### config.mk
export PLATFORM = sky130hd
export DESIGN_NAME = multi_channel_transmitter
export DESIGN_NICKNAME = d
export VERILOG_FILES = /design/src/rtl/multi_channel_transmitter.sv
export SDC_FILE = /design/constraint.sdc
export NUM_CORES = 1
export LEC_CHECK = 0
export ABC_AREA = 1
export CAP_MARGIN = 20
export CORE_AREA = 8 8 206 208
export DETAILED_ROUTE_END_ITERATION = 6
export DIE_AREA = 0 0 214 216
export PLACE_DENSITY = 0.77
export SYNTH_ARGS = -nofsm -noshare
export SYNTH_HDL_FRONTEND = slang
export SYNTH_SLANG_ARGS = --single-unit
### constraint.sdc
create_clock -name clk -period 13.89 [get_ports clk]
set_clock_uncertainty 0.05 [all_clocks]
set_input_delay 4.167 -clock clk [delete_from_list [all_inputs] [get_ports clk]]
set_output_delay 4.167 -clock clk [all_outputs]
set_load 0.02 [all_outputs]
### src/rtl/multi_channel_transmitter.sv
// rtl/multi_channel_transmitter.sv - frame serialiser: per-channel ID+word over a transmission/clock/data link
module multi_channel_transmitter #(
  parameter int CHANNELS = 4,
  parameter int WIDTH    = 64,
  parameter int ID_BITS  = 2,
  parameter int CLK_DIV  = 4
) (
  input  logic                        clk,
  input  logic                        rst,
  input  logic                        trigger,
  input  logic [CHANNELS*WIDTH-1:0]   data,
  input  logic [CHANNELS-1:0]         ch_enable,
  output logic                        busy,
  output logic                        transmission,
  output logic                        clock,
  output logic                        out_data,
  output logic [15:0]                 frame_count,
  output logic                        overrun
);

  localparam int L     = ID_BITS + WIDTH;
  localparam int BIT_W = $clog2(L);
  localparam int DIV_W = (CLK_DIV > 1) ? $clog2(CLK_DIV) : 1;

  typedef enum logic [1:0] {IDLE, LOAD, SHIFT, DONE} state_t;

  state_t                      state;
  logic [CHANNELS*WIDTH-1:0]   data_q;
  logic [CHANNELS-1:0]         pending;
  logic [L-1:0]                shreg;
  logic [BIT_W-1:0]            bit_cnt;
  logic [DIV_W-1:0]            div_cnt;

  logic [ID_BITS-1:0]          sel_id;
  logic [WIDTH-1:0]            sel_word;
  logic [CHANNELS-1:0]         sel_mask;

  // Descending scan so the lowest pending channel is the one left selected.
  always_comb begin
    sel_id   = '0;
    sel_word = '0;
    sel_mask = '0;
    for (int i = CHANNELS - 1; i >= 0; i--) begin
      if (pending[i]) begin
        sel_id   = ID_BITS'(i);
        sel_word = data_q[i*WIDTH +: WIDTH];
        sel_mask = CHANNELS'(1) << i;
      end
    end
  end

  always_ff @(posedge clk or posedge rst) begin
    if (rst) begin
      state        <= IDLE;
      data_q       <= '0;
      pending      <= '0;
      shreg        <= '0;
      bit_cnt      <= '0;
      div_cnt      <= '0;
      busy         <= 1'b0;
      transmission <= 1'b0;
      clock        <= 1'b0;
      out_data     <= 1'b0;
      frame_count  <= '0;
      overrun      <= 1'b0;
    end else begin
      if (trigger && busy)
        overrun <= 1'b1;

      case (state)
        IDLE: begin
          if (trigger && (ch_enable != '0)) begin
            data_q  <= data;
            pending <= ch_enable;
            busy    <= 1'b1;
            state   <= LOAD;
          end
        end

        LOAD: begin
          shreg        <= {sel_id, sel_word};
          out_data     <= sel_id[ID_BITS-1];
          pending      <= pending & ~sel_mask;
          transmission <= 1'b1;
          clock        <= 1'b0;
          div_cnt      <= '0;
          bit_cnt      <= '0;
          state        <= SHIFT;
        end

        SHIFT: begin
          if (div_cnt == DIV_W'(CLK_DIV - 1)) begin
            div_cnt <= '0;
            clock   <= ~clock;
            // Falling serial edge: advance to the next bit or close this word.
            if (clock) begin
              if (bit_cnt == BIT_W'(L - 1)) begin
                if (pending != '0) begin
                  state <= LOAD;
                end else begin
                  state        <= DONE;
                  transmission <= 1'b0;
                  out_data     <= 1'b0;
                end
              end else begin
                bit_cnt  <= bit_cnt + 1'b1;
                shreg    <= shreg << 1;
                out_data <= shreg[L-2];
              end
            end
          end else begin
            div_cnt <= div_cnt + 1'b1;
          end
        end

        DONE: begin
          busy        <= 1'b0;
          frame_count <= frame_count + 16'd1;
          state       <= IDLE;
        end

        default: state <= IDLE;
      endcase
    end
  end

endmodule

==> run metrics <==
outcome=complete, no violations; R2R Path End=shreg[2]; Yosys warning total=0; most frequent cells in the layout=nand2_1 (721), dfrtp_1 (355), inv_1 (289); Iter 0 DRT Violations=around 1200; Worst Hold Depth=1; Fill cells=3478; global-route wire length before repair=72200 µm; critical-path maximum fanout=118; GRT Total Usage=0.185; Worst-Margin Slew=1.04 ns; PwrDens=105 mW/mm²; post-CTS sizing=0; Simple-Gate Fraction of Synth Area=0.195; worst path buffer plus inverter count=5; Root Driver=clkbuf_16; FF+latch area=0.00894 mm²; kind of critical path=in -> reg; Tcrit/Tclk final=0.426; final setup TNS=0 ns; final hold viol count=0; setup bufs post-CTS=0; largest net degree at the start of global routing=265; die height=216 µm; WP data required=14.30 ns; number of I/O port buffers=283; post-synthesis instance total=2116; Compound-Gate Fraction of Synth Area=0.153; # nets final=around 2600; clk sinks=357; multi-input logic area=0.00607 mm²; CP cell instances=clkdlybuf4s50_1, nor2_1, nand2_1, nand3_4, buf_4, buf_16, buf_4, buf_16, nor2_1, a21oi_1; H-tree depth=2; clock-pin transition on the worst setup and hold timing paths=0.06 ns; clk buf depth=3; worst hold margin=just over 0.4 ns; grt ovf=0; die area=0.0462 mm²; xor-xnor portion of the synthesized cell area=0.00683; Vias=around 14000; Total Power=0.00221 W; area of the core=~0.04 mm²; worst reg-to-reg setup slack=around 10 ns; synthesized net count=2387; Tmin final=slightly below 6 ns; CP arrival=6.33 ns; startpoint types=input port; Adder-Cell Fraction of Synth Area=0.00601; vias in the first global route=14400; Slew HR=0.305; diode count=0; mux contribution to synthesized area=0; hold buffer count at CTS=0; initial core utilization=0.425; final core occ=0.538; post-synth cell types=28; max_cap viols=0; worst hold path type=reg -> reg; r2r startpoint=state[0]; final setup violating endpoints=0; drt total wl=42900 µm; CTS buffer count=39; Largest delay share family, worst path=buffers and inverters; Max Slew Vio Count=0; synth-to-layout area growth=26.6%; hold endpoint=overrun; peak supply drop=roughly 78 µV; Final HPWL DP=28000 µm; Seq cells post-synth=357; Die W=214 µm; DR WL/cell=14.9 µm; worst skew pair latency=0.54 ns; slowest cell on the critical path=clkdlybuf4s50_1; post-synthesis sequential area ratio=0.536; leading cell type in the layout, fill and taps excluded=nand2_1; CP peak stage delay=0.44 ns; Site Rows=73; # IOs=284; Post-Syn Area=approximately 0.017 mm²; reg2reg path depth=9; Max Freq=approximately 170 MHz; hold path start=overrun; ANT nets after route=0; share of layout cells above drive strength 1=0.0377; leak pwr=11.1 nW; crit end category=flop; RD Place Congestion=~0.80; vias per cell=4.91; Post-Syn Area per Cell=7.87 µm²; TritonRoute pass-1 iters=5; number of remaining DRC errors=0; initial antenna violation count=3; RSZ-0062 raised after global routing=false; TritonCTS clock tree=yes; largest family of logic cells by synthesized area=simple AND/OR/NAND/NOR gates
## per-stage QoR
stage	cell area, µm²	cells	worst slack [ns]
floorplan	16700	2116	4.89
finish	21100	2883	7.97
CTS	21000	2881	7.29
global route	21100	2883	7.78
global placement	19700	2814	6.85
detailed placement	19700	2814	6.73
## worst max path at each step
stage / cells after the start / end / startpoint
floorplan: 1 / bit_cnt[0] / rst
global placement: 7 / data_q[31] / ch_enable[2]
detailed placement: 7 / data_q[161] / ch_enable[0]
CTS: 7 / data_q[229] / ch_enable[0]
global route: 10 / data_q[95] / ch_enable[3]
finish: 10 / data_q[106] / ch_enable[3]
## synthesized netlist by cell type, drive strengths merged
master  instances  share of area
a21o            1        0.00045
nand2         722           0.16
o22ai           2        0.00075
dfrtp         357           0.54
nand3          16         0.0048
clkbuf         44         0.0099
nand3b          5         0.0023
xnor2           3         0.0016
or2             2        0.00075
nand4           5         0.0019
o21ai         212          0.064
buf            78          0.027
a22oi          64          0.029
nor3            1        0.00030
o21bai          1        0.00045
a21oi         196          0.059
xor2           10         0.0053
nor2           97          0.023
inv           292          0.066
ha              8         0.0060
## power breakdown
part	internal [W]	switching, W	total (W)	leakage (nW)
clock network	0.000648	0.000409	0.00106	0.649
logic	0.0000691	0.0000422	0.000111	5.87
registers	0.00104	0.00000000000000000000656	0.00104	4.62
## layout make-up
type                    count  area share
well taps                 525      0.0311
multi-input cells        1345       0.288
clock buffers              56      0.0546
flip-flops and latches    357       0.424
inverters                 292      0.0521
repair buffers            297       0.143
clock inverters            11     0.00736
## routing by layer
metal / global-route usage / vias up / routed length [µm]
met5: 0 / - / 40
met3: 0.0373 / 74 / 2380
li1: - / 7012 / -
met4: 0.0605 / 6 / 1020
met1: 0.242 / 6678 / 19400
met2: 0.304 / 374 / 20100
## sequential cells by signal, indices dropped and copies added (netlist names)
register,count
data_q,256
shreg,65
frame_count,16
bit_cnt,7
pending,4
div_cnt,2
state,2
busy,1
clock,1
out_data,1
overrun,1
transmission,1
## cell families after synthesis
logic type / after synthesis
fa+ha+maj: 8
compound gates: 476
flops: 357
buf+inv: 414
simple gates: 848
xor+xnor: 13
Note: power is estimated with default switching activity, not from simulation.
